<file path="config.mk">
export PLATFORM = sky130hd
export DESIGN_NAME = mskand_hpc2_pipe
export DESIGN_NICKNAME = d
export VERILOG_FILES = /design/src/rtl/mskand_pkg.sv /design/src/rtl/mskand_hpc2_lane.sv /design/src/rtl/mskand_hpc2_pipe.sv
export SDC_FILE = /design/constraint.sdc
export NUM_CORES = 1
export LEC_CHECK = 0
export ABC_AREA = 1
export CELL_PAD_IN_SITES_DETAIL_PLACEMENT = 0
export CELL_PAD_IN_SITES_GLOBAL_PLACEMENT = 2
export CORE_UTILIZATION = 31
export DETAILED_ROUTE_END_ITERATION = 7
export PLACE_DENSITY = 0.94
export SYNTH_ARGS = -nofsm -noshare
export SYNTH_HDL_FRONTEND = slang
export SYNTH_SLANG_ARGS = --single-unit
</file>
<file path="constraint.sdc">
create_clock -name clk -period 1.2 [get_ports clk]
set_input_delay 0.12 -clock clk [delete_from_list [all_inputs] [get_ports clk]]
set_output_delay 0.12 -clock clk [all_outputs]
set_load 0.03 [all_outputs]
</file>
<file path="src/rtl/mskand_pkg.sv">
// Shared helpers for the HPC2 masked AND-XOR gadget: randomness sizing,
// pair-to-randomness-bit mapping and share/lane bit positioning.
package mskand_pkg;

  function automatic int hpc2rnd(input int n_sh);
    return (n_sh * (n_sh - 1)) / 2;
  endfunction

  // Randomness bit for the unordered share pair {i,j}; symmetric in i and j.
  function automatic int idx(input int i, input int j, input int n_sh);
    int lo;
    int hi;
    lo = (i < j) ? i : j;
    hi = (i < j) ? j : i;
    return lo * n_sh - (lo * (lo + 1)) / 2 + (hi - 1 - lo);
  endfunction

  // Maps compact peer index j2 (0..n_sh-2) of share i back to a share number.
  function automatic int peer(input int i, input int j2);
    return (j2 < i) ? j2 : j2 + 1;
  endfunction

  function automatic int share_bit(input int share, input int lane, input int n_lane);
    return share * n_lane + lane;
  endfunction

endpackage

</file>
<file path="src/rtl/mskand_hpc2_lane.sv">
// One bit lane of the HPC2 AND-XOR gadget: two register stages per share pair,
// recombined combinationally from registered terms only.
module mskand_hpc2_lane
  import mskand_pkg::*;
#(
  parameter int d     = 2,
  parameter int XOR_C = 1,
  localparam int R    = hpc2rnd(d)
) (
  input  logic         clk,
  input  logic         rst_n,
  input  logic         en,
  input  logic [d-1:0] i_b,
  input  logic [d-1:0] i_a,
  input  logic [d-1:0] i_c,
  input  logic [R-1:0] i_rnd,
  output logic [d-1:0] o_out
);

  localparam int M = d - 1;

  logic [d-1:0][M-1:0] r_v;
  logic [d-1:0][M-1:0] r_u;
  logic [d-1:0][M-1:0] r_w;
  logic [d-1:0][M-1:0] w_v_next;
  logic [d-1:0][M-1:0] w_u_next;
  logic [d-1:0][M-1:0] w_w_next;
  logic [d-1:0]        r_bprev;
  logic [R-1:0]        r_rprev;
  logic [d-1:0]        w_c;

  assign w_c = (XOR_C != 0) ? i_c : '0;

  for (genvar gi = 0; gi < d; gi++) begin : g_share
    for (genvar gj = 0; gj < M; gj++) begin : g_peer
      localparam int J = peer(gi, gj);
      localparam int P = idx(gi, J, d);
      assign w_v_next[gi][gj] = i_b[J] ^ i_rnd[P];
      assign w_w_next[gi][gj] = i_a[gi] & r_v[gi][gj];
      // The first peer slot also carries the in-domain product and c share.
      if (gj == 0) begin : g_first
        assign w_u_next[gi][gj] = (~i_a[gi] & r_rprev[P]) ^ (i_a[gi] & r_bprev[gi]) ^ w_c[gi];
      end else begin : g_rest
        assign w_u_next[gi][gj] = ~i_a[gi] & r_rprev[P];
      end
    end
  end

  always_ff @(posedge clk or negedge rst_n) begin
    if (!rst_n) begin
      r_v     <= '0;
      r_u     <= '0;
      r_w     <= '0;
      r_bprev <= '0;
      r_rprev <= '0;
    end else if (en) begin
      r_v     <= w_v_next;
      r_u     <= w_u_next;
      r_w     <= w_w_next;
      r_bprev <= i_b;
      r_rprev <= i_rnd;
    end
  end

  // u_ij and w_ij are never both set (gated by ~a_i / a_i), so OR equals XOR.
  always_comb begin
    o_out = '0;
    for (int i = 0; i < d; i++) begin
      o_out[i] = r_u[i][0] ^ r_w[i][0];
      for (int j = 1; j < M; j++) begin
        o_out[i] = o_out[i] ^ (r_u[i][j] | r_w[i][j]);
      end
    end
  end

endmodule

</file>
<file path="src/rtl/mskand_hpc2_pipe.sv">
// W-lane, d-share HPC2 masked AND-XOR pipeline with enable and valid tracking;
// out = (a & b) ^ c per lane, latency two enabled cycles from inb.
module mskand_hpc2_pipe
  import mskand_pkg::*;
#(
  parameter int d     = 2,
  parameter int W     = 8,
  parameter int XOR_C = 1
) (
  input  logic                    clk,
  input  logic                    rst_n,
  input  logic                    en,
  input  logic                    in_valid,
  input  logic [d*W-1:0]          inb,
  input  logic [W*hpc2rnd(d)-1:0] rnd,
  input  logic [d*W-1:0]          ina,
  input  logic [d*W-1:0]          inc,
  output logic [d*W-1:0]          out,
  output logic                    out_valid
);

  localparam int R = hpc2rnd(d);

  logic r_vld1;
  logic r_vld2;

  for (genvar gk = 0; gk < W; gk++) begin : g_lane
    logic [d-1:0] w_a;
    logic [d-1:0] w_b;
    logic [d-1:0] w_c;
    logic [d-1:0] w_o;

    // Gather share gi of lane gk from the share-major bus layout.
    for (genvar gi = 0; gi < d; gi++) begin : g_bits
      assign w_a[gi] = ina[share_bit(gi, gk, W)];
      assign w_b[gi] = inb[share_bit(gi, gk, W)];
      assign w_c[gi] = inc[share_bit(gi, gk, W)];
      assign out[share_bit(gi, gk, W)] = w_o[gi];
    end

    mskand_hpc2_lane #(
      .d     (d),
      .XOR_C (XOR_C)
    ) u_lane (
      .clk   (clk),
      .rst_n (rst_n),
      .en    (en),
      .i_b   (w_b),
      .i_a   (w_a),
      .i_c   (w_c),
      .i_rnd (rnd[gk*R +: R]),
      .o_out (w_o)
    );
  end

  always_ff @(posedge clk or negedge rst_n) begin
    if (!rst_n) begin
      r_vld1 <= 1'b0;
      r_vld2 <= 1'b0;
    end else if (en) begin
      r_vld1 <= in_valid;
      r_vld2 <= r_vld1;
    end
  end

  assign out_valid = r_vld2;

endmodule

</file>
-- Word level (Yosys, flattened, before mapping)
Cells that the tools add are included.
- bitwise gates (word level): 128
- operators with widths (operator ; number):
    $xor 1x1->1 ; 64
    $and 1x1->1 ; 48
    $not 1->1 ; 16
- register bits after elaboration: 74
- output and inout port bits: 17
- word-level logic and storage cells: 194

-- Longest topological paths before layout
- word-level depth: 4
- gate-level depth with buffers: 6
- gate-level depth less buffers: 5

-- Cells and area by module
Synthesis repeated with hierarchy kept, for this count alone.
- cell total of the unflattened synthesis: 457
- area, all modules: 3639.7 um2
- modules (own cells, without submodules) (module ; times used ; cells an instance ; area each (um2) ; seq. area each (um2)):
    mskand_hpc2_lane ; 8 ; 56 ; 445.4 ; 225.2
    mskand_hpc2_pipe ; 1 ; 9 ; 76.3 ; 50.0

-- Worst setup path after synthesis
OpenSTA, ideal clock, no wires.
- kind: register to output
- from: register g_lane[0].u_lane.r_w[0] (netlist bit)
- to: output out[0]
- data arrival time: 871 ps
- data required time: 1080 ps
- path slack: 209 ps
- cell stages (with the launch flop): 2
- buffers on the path: 0
- cell sequence: dfrtp_1 -> xor2_1
- word-level cells in the longest chain between the ends: 1
- ends and longest elaborated chain (element ; line ; text):
    start, declared ; mskand_hpc2_lane.sv:24 ; logic [d-1:0][M-1:0] r_w;
    start signal, assigned ; mskand_hpc2_lane.sv:59 ; r_w <= w_w_next;
    $xor 1x1->1 ; mskand_hpc2_lane.sv:69 ; o_out[i] = r_u[i][0] ^ r_w[i][0];
    end, declared ; mskand_hpc2_pipe.sv:18 ; output logic [d*W-1:0] out,
Every way passes these cells.

-- Worst setup path after layout
- from: register g_lane[4].u_lane.r_w[1] (netlist bit)
- to: output out[12]
- word-level cells in the longest chain between the ends: 1
- ends and longest elaborated chain (element ; line):
    start, declared ; mskand_hpc2_lane.sv:24
    start signal, assigned ; mskand_hpc2_lane.sv:59
    $xor 1x1->1 ; mskand_hpc2_lane.sv:69
Every way passes these cells.

==> results.py <==
metrics = {
    "status": {
        "status": "finished with violations",
        "violations": "negative setup slack",
    },
    "critical_path": {
        "critPathLaunchType": "register",
        "crit_slowest_cell": "dfrtp_1",
        "max_stage_delay_ns": 0.39,
        "crit_family": "flip-flops",
        "crit_buf_inv": 1,
        "cp_max_fo": 2,
        "crit_chain": "xor2_1, buf_4",
        "crit_arrival_ns": 1.12,
        "r2r_slack_ns": 0.35,
        "cp-end-kind": "output port",
        "crit_required_ns": 1.08,
        "critPathKind": "reg -> out",
    },
    "synth": {
        "synth_common_cells": "nand2_1 (158), dfrtp_1 (74), inv_1 (72), o21ai_0 (52), nand3_1 (48)",
        "yosys_warnings": 0,
        "synth_nets": 515,
        "synth_cell_types": 15,
        "seq_area_frac_synth": 0.514,
        "synth_edf_count": 0,
        "synth_flop_cell": "dfrtp_1",
        "synth_cells": 455,
        "synth_top_area_share": 0.514,
        "synthTopCellsByArea": "dfrtp_1 (51%), nand2_1 (16%), inv_1 (7.5%)",
        "syn_area_sq_um": 3600,
        "ys_async_sr_fraction": 1.00,
        "synth.avg_cell_area_sq_um": 7.91,
        "ys_ff_latch": 74,
        "yosysMostFrequentCell": "nand2_1",
        "synth_area_leader_cell": "dfrtp_1",
    },
    "drt": {
        "vias": 3100,
        "dr.pass1.iters": 4,
        "viasPerCell": 4.52,
        "drtAntennaViolNets": 0,
        "routed_wl_microns": 8090,
        "drt-initial-drc-count": 134,
        "drt-wirelength-per-cell_microns": 11.8,
        "drc": 0,
    },
    "cts": {
        "htree_levels": 3,
        "cts_root_buffer": "clkbuf_16",
        "cts_buffer_depth": 2,
        "clk_latency_ns": 0.33,
        "cts_sinks": 74,
        "clk_pin_slew_ns": 0.05,
        "cts_buffers": 9,
        "cts_tree": "built",
    },
    "final_layout": {
        "drive_gt1_frac": 0.0861,
        "stdcell_count": 686,
        "syn_to_final_growth_pct": 35.3,
        "antenna_cells": 0,
        "nNetsFinal": 602,
    },
    "die": {
        "die_w_microns": 110,
        "die-area_sq_um": 12000,
        "core_sq_um": 11100,
        "row_count": 38,
        "die_h_microns": 110,
        "start_util": 0.325,
        "ios": 77,
    },
    "timing": {
        "skew_ns": 0.00323,
        "max_freq_mhz": 805,
        "setup_viol": 8,
        "fin_crit_sh": 1.03,
        "finalWorstSetupSlack_ns": -0.0419,
        "slew_viol_final": 0,
        "rsz0062_at_grt": "yes",
        "final_hold_viol_count": 0,
        "slew_headroom": 0.722,
        "worst_pin_slew_ns": 0.417,
        "post-route-min-period_ns": 1.24,
    },
    "global_routing": {
        "grt-ovfl-total": 0,
        "antenna_found_initial": 0,
        "grt_pass1_vias": 2956,
        "grt_first_pass_wirelength_microns": 13200,
        "grt_max_degree": 75,
        "track_usage": 0.145,
    },
    "power": {
        "p_per_area_nw_per_um2": 1440,
        "leakagePower_nw": 2.49,
        "ir_drop_uv": 863,
    },
    "placement": {
        "gp_congestion": 0.823,
        "place_hpwl_microns": 5610,
        "place_ws_ns": 0.0942,
        "port_buffers": 76,
        "dp_cells": 663,
    },
    "hold_path": {
        "hp-class": "in -> reg",
    },
    "job": {
        "max_cap_viol_count": 0,
    },
}
## placed cells by master, fill, tap and decap left out, types with 9 or more instances in the layout
master           Yosys  routed
nand3_1             48      48
nand2_1            158     158
xor2_1              16      15
o31ai_1             15      15
o21ai_0             52      52
clkdlybuf4s50_1      0      57
dfrtp_1             74      74
inv_1               72      72
clkbuf_16            0       9
buf_4                3      24
## flip-flops by register name (all words and copies together) (netlist names)
register and flops:
out_valid 1, g_lane.u_lane.r_w 16, g_lane.u_lane.r_u 16, g_lane.u_lane.r_rprev 8, g_lane.u_lane.r_bprev 16, r_vld1 1, g_lane.u_lane.r_v 16
## kinds of logic (layout without fill, tap and decap cells)
family / Yosys count / count (layout) / share of synthesized area
xor+xnor: 16 / 16 / 0.0389
buf+inv: 87 / 178 / 0.103
flops: 74 / 74 / 0.514
simple gates: 206 / 206 / 0.231
compound gates: 72 / 72 / 0.113
## per-layer routing
| metal | vias up | track usage | wire, microns |
|---|---|---|---|
| li1 | 1604 | - | - |
| met1 | 1426 | 0.169 | 3660 |
| met2 | 60 | 0.247 | 3850 |
| met3 | 10 | 0.0539 | 481 |
| met4 | 0 | 0.0457 | 97 |
| met5 | - | 0 | 0 |
## worst paths after layout
path | to | from | cells after the start
max | out[12] | g_lane[4].u_lane.r_w[1] | 2
min | g_lane[5].u_lane.r_bprev[1] | en | 3
max reg2reg | g_lane[5].u_lane.r_u[0] | g_lane[5].u_lane.r_u[0] | 4
min reg2reg | out_valid | out_valid | 2
max in group asynchronous | g_lane[3].u_lane.r_u[1] | rst_n | 3
min in group asynchronous | g_lane[1].u_lane.r_w[1] | rst_n | 3
## power breakdown
part           leakage [nW]  internal, mW  switching, mW
combinational          1.43         0.658          0.835
sequential            0.917          2.75          0.145
clock                 0.142          1.65          0.976
total                  2.49          5.06           1.96
## stage by stage
stage                     total power [mW]  instance area (sq um)  hold slack, ns   util  setup TNS, ns
after floorplan                       3.74                   3600          -0.176      -              0
after global placement                4.38                   4510           0.177  0.407              0
after detailed placement              4.41                   4510           0.178  0.407              0
after CTS                             7.12                   4840           0.232  0.437         -0.368
after global routing                  7.42                   4870           0.246  0.440         -0.840
final                                 7.02                   4870           0.242  0.440         -0.162
## worst reg2reg max path, cell delays in order, from the launching register on
cell,delay (ns)
dfrtp_1,0.39
buf_4,0.14
buf_4,0.12
nand2_1,0.05
nand2_1,0.04
## layout make-up
| type | instances | area [sq um] |
|---|---|---|
| Fill cell | 1123 | 6210 |
| Sequential cell | 74 | 1850 |
| Multi-Input combinational cell | 294 | 1390 |
| Timing Repair Buffer | 90 | 896 |
| Inverter | 73 | 274 |
| Clock buffer | 12 | 246 |
| Tap cell | 140 | 175 |
| Clock inverter | 3 | 40.0 |
## what timing repair did
action / in CTS / in global routing
setup endpoints to repair: 16 / 17
resized for setup: 2 / 1
buffers inserted: 3 / 4
pin swaps: 9 / 6
hold endpoints to repair: 74 / 0
hold buffers: 1 / 0
Power figures use the tool's default switching activity.
